File: src/rtl/cpu_pkg.sv
// ============================================================================
// Module : cpu_pkg
// Brief  : Shared fetch-unit types, reset PC and instruction field positions.
// Rev    : 1.0
// ============================================================================
`default_nettype none

package cpu_pkg;

  localparam logic [31:0] c_RESET_PC = 32'h0000_3000;

  typedef enum logic [1:0] {
    RESET_WAIT = 2'd0,
    FETCH      = 2'd1,
    HOLD       = 2'd2
  } fetch_state_t;

  localparam int c_OP_MSB    = 31;
  localparam int c_OP_LSB    = 26;
  localparam int c_RT_MSB    = 20;
  localparam int c_RT_LSB    = 16;
  localparam int c_FUNCT_MSB = 5;
  localparam int c_FUNCT_LSB = 0;
  localparam int c_IMM_MSB   = 15;
  localparam int c_TGT_MSB   = 25;

  // Word-offset immediate to byte offset, sign-extended to 32 bits.
  function automatic logic [31:0] f_branch_offset(input logic [15:0] i_imm);
    return {{14{i_imm[15]}}, i_imm, 2'b00};
  endfunction

endpackage

`default_nettype wire

File: src/rtl/npc_calc.sv
// ============================================================================
// Module : npc_calc
// Brief  : Combinational next-PC selection (jr, j, taken branch, sequential).
// Rev    : 1.0
// ============================================================================
`default_nettype none

module npc_calc
  import cpu_pkg::*;
(
  input  logic [31:0]        i_pc,
  input  logic [c_TGT_MSB:0] i_instr_lo,
  input  logic               i_branch,
  input  logic               i_jump,
  input  logic               i_br_taken,
  input  logic               i_jr_sel,
  input  logic [31:2]        i_rs_word,
  output logic [31:0]        o_pc_plus4,
  output logic [31:0]        o_next_pc
);

  logic [31:0] w_pc_plus4;
  logic [31:0] w_br_target;
  logic [31:0] w_j_target;
  logic [31:0] w_jr_target;

  assign w_pc_plus4  = i_pc + 32'd4;
  assign w_br_target = w_pc_plus4 + f_branch_offset(i_instr_lo[c_IMM_MSB:0]);
  assign w_j_target  = {w_pc_plus4[31:28], i_instr_lo, 2'b00};
  // Low two bits are forced to zero; misalignment is flagged by the caller.
  assign w_jr_target = {i_rs_word, 2'b00};

  always_comb begin
    o_next_pc = w_pc_plus4;
    if (i_jump && i_jr_sel) begin
      o_next_pc = w_jr_target;
    end else if (i_jump) begin
      o_next_pc = w_j_target;
    end else if (i_branch && i_br_taken) begin
      o_next_pc = w_br_target;
    end
  end

  assign o_pc_plus4 = w_pc_plus4;

endmodule

`default_nettype wire

File: src/rtl/ifu_fetch.sv
// ============================================================================
// Module : ifu_fetch
// Brief  : Instruction fetch unit: fetch / hold FSM, PC and instruction regs.
// Rev    : 1.0
// ============================================================================
`default_nettype none

module ifu_fetch
  import cpu_pkg::*;
#(
  parameter logic [31:0] RESET_PC = c_RESET_PC
) (
  input  logic        clk,
  input  logic        rst_n,
  output logic        imem_req,
  output logic [31:0] imem_addr,
  input  logic        imem_ready,
  input  logic [31:0] imem_rdata,
  output logic [31:0] instr,
  output logic [5:0]  op,
  output logic [4:0]  rt,
  output logic [5:0]  funct,
  output logic        instr_valid,
  output logic [31:0] pc,
  output logic [31:0] pc_plus4,
  input  logic        Branch,
  input  logic        Jump,
  input  logic        Link,
  input  logic        br_taken,
  input  logic        jr_sel,
  input  logic [31:0] rs_data,
  input  logic        commit,
  output logic        align_err
);

  fetch_state_t r_state;
  logic [31:0]  r_pc;
  logic [31:0]  r_instr;
  logic         r_instr_valid;
  logic         r_imem_req;
  logic         r_align_err;

  logic [31:0]  w_next_pc;
  logic [31:0]  w_pc_plus4;
  logic         w_jr_misalign;
  logic         w_unused;

  // Link only selects the write-back value downstream; it never steers the PC.
  assign w_unused = Link;

  npc_calc u_npc_calc (
    .i_pc       (r_pc),
    .i_instr_lo (r_instr[c_TGT_MSB:0]),
    .i_branch   (Branch),
    .i_jump     (Jump),
    .i_br_taken (br_taken),
    .i_jr_sel   (jr_sel),
    .i_rs_word  (rs_data[31:2]),
    .o_pc_plus4 (w_pc_plus4),
    .o_next_pc  (w_next_pc)
  );

  assign w_jr_misalign = Jump && jr_sel && (rs_data[1:0] != 2'b00);

  always_ff @(posedge clk or negedge rst_n) begin
    if (!rst_n) begin
      r_state       <= RESET_WAIT;
      r_pc          <= RESET_PC;
      r_instr       <= '0;
      r_instr_valid <= 1'b0;
      r_imem_req    <= 1'b0;
      r_align_err   <= 1'b0;
    end else begin
      case (r_state)
        RESET_WAIT: begin
          r_state    <= FETCH;
          r_imem_req <= 1'b1;
        end
        FETCH: begin
          if (imem_ready) begin
            r_instr       <= imem_rdata;
            r_instr_valid <= 1'b1;
            r_imem_req    <= 1'b0;
            r_state       <= HOLD;
          end
        end
        HOLD: begin
          if (commit) begin
            r_pc          <= w_next_pc;
            r_instr_valid <= 1'b0;
            r_imem_req    <= 1'b1;
            r_state       <= FETCH;
            if (w_jr_misalign) begin
              r_align_err <= 1'b1;
            end
          end
        end
        default: begin
          r_state       <= RESET_WAIT;
          r_instr_valid <= 1'b0;
          r_imem_req    <= 1'b0;
        end
      endcase
    end
  end

  assign imem_req    = r_imem_req;
  assign imem_addr   = r_pc;
  assign pc          = r_pc;
  assign pc_plus4    = w_pc_plus4;
  assign instr       = r_instr;
  assign op          = r_instr[c_OP_MSB:c_OP_LSB];
  assign rt          = r_instr[c_RT_MSB:c_RT_LSB];
  assign funct       = r_instr[c_FUNCT_MSB:c_FUNCT_LSB];
  assign instr_valid = r_instr_valid;
  assign align_err   = r_align_err;

endmodule

`default_nettype wire

File: config.mk
export PLATFORM = sky130hd
export DESIGN_NAME = ifu_fetch
export DESIGN_NICKNAME = d
export VERILOG_FILES = /design/src/rtl/cpu_pkg.sv /design/src/rtl/npc_calc.sv /design/src/rtl/ifu_fetch.sv
export SDC_FILE = /design/constraint.sdc
export NUM_CORES = 1
export LEC_CHECK = 0
export BUFFER_PORTS_ARGS = -buffer_cell sky130_fd_sc_hd__buf_2
export CORE_ASPECT_RATIO = 1.25
export CORE_MARGIN = 2
export CORE_UTILIZATION = 44
export DETAILED_ROUTE_END_ITERATION = 6
export PLACE_DENSITY = 0.75
export SYNTH_ARGS = -nofsm -noshare
export SYNTH_HDL_FRONTEND = slang
export SYNTH_HIERARCHICAL = 1
export SYNTH_SLANG_ARGS = --single-unit
File: constraint.sdc
create_clock -name clk -period 3.4 [get_ports clk]
set_input_delay 0.17 -clock clk [delete_from_list [all_inputs] [get_ports clk]]
set_output_delay 0.17 -clock clk [all_outputs]
set_load 0.02 [all_outputs]
==> impl_metrics.toml, run 1 <==
[synthesis]
synth-xor-area-share_pct = 6.604
yosys-mux-area-fraction_pct = 18.47
synth_async_sr_flop_share_pct = 100.0
adder_cell_area_share_of_the_yosys_netlist_pct = 7.547
yosys.cell_types.count = 65
synth-warning-count = 6
post_synth_instance_area_mm2 = 0.006233
synth_edf_count = 0
fraction_of_the_mapped_netlist_area_in_compound_gates_pct = 16.34
share_of_synthesized_area_occupied_by_flip_flops_and_latches_pct = 27.34
synth-simple-area-share_pct = 14.53
main_combinational_cell_family_by_area_after_synthesis = "multiplexers"
mapped_nets = 780
synthTopCellsByArea = "dfrtp_1 26%, ha_1 7.2%, mux2_2 7.2%"
avgSynthCellArea_um2 = 9.304
synth_top_area_share_pct = 26.50
synth.ff_latch_count = 68
gate_count_post_synth = 670
ys_dominant_reg_cell = "dfrtp_1"
largest_area_contributor_in_the_netlist = "dfrtp_1"

[die]
core_area_mm2 = 0.01381
die_w_um = 110.5
boundaryPins = 221
die_height_um = 137.1
start_util_pct = 45.13
placementRows = 48
die-area_mm2 = 0.01514

[grt]
grt_overflow = 0
grt_antenna_before_repair = 1
grt_util_all_layers_pct = 28.23
grt_max_degree = 69
first_global_vias = 6652
grt_first_pass_wirelength_um = 34020

[final_layout]
final_design_area_no_fill_mm2 = 0.009155
finalNetCount = 1085
fraction_of_final_layout_cells_with_drive_strength_greater_than_1_pct = 56.22
mostFrequentLayoutCell = "buf_2"
filler_cell_count = 1081
synthesis_to_finish_area_growth_pct = 46.87
layout_common_cells = "218 x buf_2, 142 x buf_4, 62 x dfrtp_1, 46 x nand2_1"

[placement]
weighted_congestion_at_the_end_of_routability_driven_global_placement = 0.9716
port_buffer_count = 219
place_hpwl_um = 15960
post_dp_cell_area_mm2 = 0.008210

[outcome]
violations = "setup timing"
status = "finished, violations left"

[timing]
final_min_period_over_clock_period_pct = 112.6
timing_max_transition_violations_final = 0
worst_clock_skew_ns = 0.008518
final.min_clock_period_ns = 3.828
max_freq_ghz = 0.2612
layout_setup_ws_ns = -0.4285
worst_slew_pin_slew_ns = 0.9174
setup_repair_after_global_routing_missed_its_margin = "true"
worst_case_headroom_to_the_max_slew_limit_pct = 38.84
timing_hold_violations_final = 0
setup_viol_count_final = 13

[cts]
tritoncts_clock_tree = "yes"
clk_root_buffer_cell = "clkbuf_16"
clk_pin_slew_ns = 0.06
cts.path.max_buffers = 2
cts_buffer_count = 9
cts.htree.levels = 3
cts_num_sinks = 68
clock_insertion_delay_worst_skew_ns = 0.35

[detailed_routing]
drt_iter0_markers = 393
routed_wire_length_per_instance_um = 20.06
dr.pass1.iters = 7
via_per_inst = 5.768
ant_nets = 0
drc = 0
route.vias.total = 6668
wirelength_um = 23190

[power]
power_per_cell_area_mw_per_mm2 = 1343
vdd_ir_drop_max_uv = 747.8
fin_total_pwr_uw = 12300
p_leak_uw = 0.004579

[critical_path]
setup.worst_path.start_class = "flop"
criticalPathCategory = "reg -> reg"
critPathMaxFanout = 3
endpoint_type_of_the_worst_setup_path = "flop"
worst-endpoint-required_ns = 3.64
worstPathArrival_ns = 4.06

[flow_run]
maxCapViolCount = 0

[hold_path]
worstHoldPathType = "in -> reg"
cell usage after synthesis (17+ instances only):
cell type   n
mux2i_1    22
nand3_1    17
nor2_1     46
mux2_2     40
a21oi_1    55
xnor2_1    31
o21ai_0    19
nand2_1    50
mux2_4     29
ha_1       36
dfrtp_1    66
buf_4      51
metrics by stage:
| step | setup TNS, ns | hold slack [ns] | instances | utilization [%] | worst slack, ns |
|---|---|---|---|---|---|
| 6_report | -3.419 | 0.04455 | 1156 | 66.28 | -0.4285 |
| 5_1_grt | -5.080 | 0.04632 | 1156 | 66.28 | -0.5180 |
| 4_1_cts | -1.465 | 0.03963 | 1148 | 64.28 | -0.3701 |
| 3_5_place_dp | -3.641 | 0.3573 | 1125 | 59.44 | -0.4751 |
| 3_3_place_gp | -2.388 | 0.3517 | 1125 | 59.44 | -0.4024 |
| 2_1_floorplan | -2.511 | -0.1256 | 670 | - | -0.5042 |
registers in the layout (all words and copies together), names as in the netlist:
name and flops:
instr_valid 1, r_state 2, align_err 1, imem_addr 32
instr 32
critical path: stages (launching register included):
cell	delay, ns
dfstp_2	0.55
nand4_4	0.09
or2_4	0.29
or3_4	0.42
nor2_4	0.15
xor2_4	0.09
ha_4	0.27
and2_4	0.14
nand3_2	0.10
or4_4	0.50
or4_4	0.45
o21ai_4	0.11
mux2i_1	0.20
a21oi_1	0.08
mux2_2	0.27
routing by layer:
metal,track usage [%],wire (um),up-vias
li1,-,-,3024
met5,0,0,-
met2,50.07,11820,325
met1,31.97,8659,3212
met4,16.67,1298,0
met3,4.960,1403,107
worst paths after layout:
path | slack [ns] | start | depth (start not counted) | to
max reg2reg | -0.43 | imem_addr[12]$_DFFE_PN1P_ | 14 | imem_addr[30]$_DFFE_PN0P_
max | -0.43 | imem_addr[12]$_DFFE_PN1P_ | 14 | imem_addr[30]$_DFFE_PN0P_
min reg2reg | 0.49 | align_err$_DFFE_PN0P_ | 1 | align_err$_DFFE_PN0P_
min | 0.04 | imem_rdata[26] | 2 | instr[26]$_DFFE_PN0P_
max in group asynchronous | 2.27 | rst_n | 2 | imem_addr[19]$_DFFE_PN0P_
min in group asynchronous | 0.50 | rst_n | 2 | instr[19]$_DFFE_PN0P_
logic make-up after synthesis:
logic type	after synthesis
multiplexers	95
flip-flops	68
buffers and inverters	89
AO/OA/AOI/OAI	157
AND/OR/NAND/NOR	177
XOR/XNOR	47
adder cells (fa/ha/maj)	37
layout make-up:
class / instances / area, um^2 / area share (%)
Inverter: 17 / 63.81 / 0.6970
Antenna cell: 1 / 2.502 / 0.02733
Multi-Input combinational cell: 513 / 4578 / 50.01
Clock inverter: 5 / 107.6 / 1.175
Clock buffer: 11 / 242.7 / 2.651
Tap cell: 175 / 219.0 / 2.392
Sequential cell: 68 / 1709 / 18.67
Timing Repair Buffer: 366 / 2232 / 24.38
repair_timing:
action | CTS | global route
gates resized for setup | 52 | 42
endpoints found under the hold margin | 45 | 0
pin swaps | 20 | 22
setup endpoints to repair | 18 | 17
cloned | 0 | 0
buffers inserted | 6 | 7
hold buffers | 1 | 0
where the power goes:
part / internal [uW] / switching [uW] / total (uW)
Clock: 741 / 394 / 1140
Combinational: 4200 / 5270 / 9470
Sequential: 1220 / 469 / 1690
Note: power is estimated with default switching activity, not from simulation.
==> run 2, diff against run 1 <==
CELL_PAD_IN_SITES_DETAIL_PLACEMENT = 1   (was not set)
CELL_PAD_IN_SITES_GLOBAL_PLACEMENT = 2   (was not set)
CORE_MARGIN = not set   (was 2)
CORE_UTILIZATION = 27   (was 44)
HOLD_SLACK_MARGIN = 0.02   (was not set)
PLACE_DENSITY = not set   (was 0.75)
PLACE_DENSITY_LB_ADDON = 0.1   (was not set)
==> run 2 against run 1 <==
The run still ends with setup timing left; die area grew 57%; first-iteration DRC count fell by 46%; clock skew increased by 0.0012 ns; via count fell by 3.3%; global-route usage fell by 6.0 points; register-to-register slack improved by 0.03 ns; largest power group unchanged; highest routed layer unchanged.
==> impl_metrics.toml, run 2 (same netlist as run 1, synthesis figures left out) <==
[critical_path]
endpoint_type_of_the_worst_setup_path = "flop"
crit_start = "imem_addr[12]$_DFFE_PN1P_"
highest_delay_cell_along_the_critical_path = "dfstp_2"
crit_buf_inv = 0
critical_path.reg2reg.startpoint = "imem_addr[12]$_DFFE_PN1P_"
max_stage_delay_ns = 0.55
worstPathArrival_ns = 4.04
crit_path_frequent_cell = "or4_4"
setup.worst_path.start_class = "flop"
critPathMaxFanout = 3
crit_family = "simple AND/OR/NAND/NOR gates"
worst-endpoint-required_ns = 3.64
criticalPathCategory = "reg -> reg"
worstPathCellList = "nand4_4 -> or2_4 -> or3_4 -> nor2_4 -> xor2_4 -> ha_4 -> and2_4 -> nand3_2 -> or4_4 -> or4_4 -> o21ai_4 -> mux2i_1 -> a21oi_1 -> mux2_2"

[timing]
hold_slack_ns = 0.04150
layout_setup_ws_ns = -0.4030
final.min_clock_period_ns = 3.803
worst_clock_skew_ns = 0.009725
max_freq_ghz = 0.2630
worst_slew_pin_slew_ns = 0.9613
timing_max_transition_violations_final = 0
setup_viol_count_final = 13
setup_repair_after_global_routing_missed_its_margin = "true"
final_min_period_over_clock_period_pct = 111.9
timing_hold_violations_final = 0
worst_case_headroom_to_the_max_slew_limit_pct = 35.91

[flow_run]
maxCapViolCount = 0

[final_layout]
final_design_area_no_fill_mm2 = 0.009484
mostFrequentLayoutCell = "buf_2"
stdcell_count = 1285
synthesis_to_finish_area_growth_pct = 52.15
finalNetCount = 1106
filler_cell_count = 2661
layout_common_cells = "218 x buf_2, 162 x buf_4, 62 x dfrtp_1, 45 x nand2_1, 42 x a21oi_1"
fraction_of_final_layout_cells_with_drive_strength_greater_than_1_pct = 58.14

[detailed_routing]
route.vias.total = 6451
via_per_inst = 5.020
drt_iter0_markers = 214
routed_wire_length_per_instance_um = 20.34
ant_nets = 0
wirelength_um = 26140
drc = 0
dr.pass1.iters = 4

[grt]
grt_util_all_layers_pct = 22.20
grt_overflow = 0
grt_first_pass_wirelength_um = 39030
first_global_vias = 6729
grt_antenna_before_repair = 0
grt_max_degree = 69

[cts]
clk_pin_slew_ns = 0.07
tritoncts_clock_tree = "yes"
cts_buffer_count = 9
cts_num_sinks = 68
clk_root_buffer_cell = "clkbuf_16"
cts.htree.levels = 3
cts.path.max_buffers = 2
clock_insertion_delay_worst_skew_ns = 0.35

[die]
die_w_um = 137.9
start_util_pct = 27.78
boundaryPins = 221
die_height_um = 171.9
die-area_mm2 = 0.02370
placementRows = 61
core_area_mm2 = 0.02244

[hold_path]
hold_path.startpoint = "imem_rdata[2]"
worstHoldPathType = "in -> reg"

[placement]
port_buffer_count = 219
weighted_congestion_at_the_end_of_routability_driven_global_placement = 0.9241
post_placement_cell_count = 1250
post_dp_cell_area_mm2 = 0.008473
place_hpwl_um = 20210
preCtsSetupSlack_ns = -0.7186

[power]
vdd_ir_drop_max_uv = 470.4
power_per_cell_area_mw_per_mm2 = 1333
p_leak_uw = 0.004674

[outcome]
violations = "setup timing"
status = "finished, violations left"
## run 2: routing by layer
| metal | wire length, um | global-route usage, % |
|---|---|---|
| met1 | 10930 | 26.85 |
| met2 | 14060 | 40.74 |
| met3 | 755 | 2.433 |
| met4 | 391 | 6.380 |
| met5 | 0 | 0 |
## run 2: timing repair
action                                 CTS  global route
hold buffers                             1             0
setup endpoints to repair               17            17
pin swaps                                7            39
resized for setup                       52            64
setup buffers                            4            13
endpoints found under the hold margin   48             0
## run 2: metrics by stage
stage	TNS (ns)	util, %	power, uW
5_1_grt	-4.857	42.25	13490
2_1_floorplan	-2.511	-	7104
4_1_cts	-2.395	40.46	12060
3_5_place_dp	-5.181	37.76	10530
3_3_place_gp	-3.796	37.76	10370
6_report	-2.844	42.27	12640
## run 2: layout make-up
cell class              instances  area, um^2  area share, %
multi-input cells             513        4664          49.18
repair buffers                387        2385          25.15
flip-flops and latches         68        1709          18.02
well taps                     283       354.1          3.734
clock buffers                   9       225.2          2.375
clock inverters                 7       80.08         0.8443
inverters                      17       63.81         0.6728
diodes                          1       2.502        0.02639
## run 2: final timing paths
check	to	slack (ns)	cells past startpoint
worst min register to register	align_err$_DFFE_PN0P_	0.48	1
worst max register to register	imem_addr[30]$_DFFE_PN0P_	-0.40	14
max in group asynchronous	imem_addr[17]$_DFFE_PN0P_	2.19	2
worst min-delay path	instr[2]$_DFFE_PN0P_	0.04	2
min in group asynchronous	instr[31]$_DFFE_PN0P_	0.45	2
worst max-delay path	imem_addr[30]$_DFFE_PN0P_	-0.40	14
## run 2: power breakdown
group	switching, uW	internal [uW]
Combinational	5390	4550
Sequential	464	1220
Clock	430	580
## run 2: worst register-to-register path, cell delays in order, from the launching register on
cell and delay (ns):
dfstp_2 0.55, nand4_4 0.10, or2_4 0.27, or3_4 0.40
nor2_4 0.15, xor2_4 0.09, ha_4 0.27, and2_4 0.14
nand3_2 0.07, or4_4 0.54, or4_4 0.44, o21ai_4 0.11
mux2i_1 0.22, a21oi_1 0.09, mux2_2 0.28
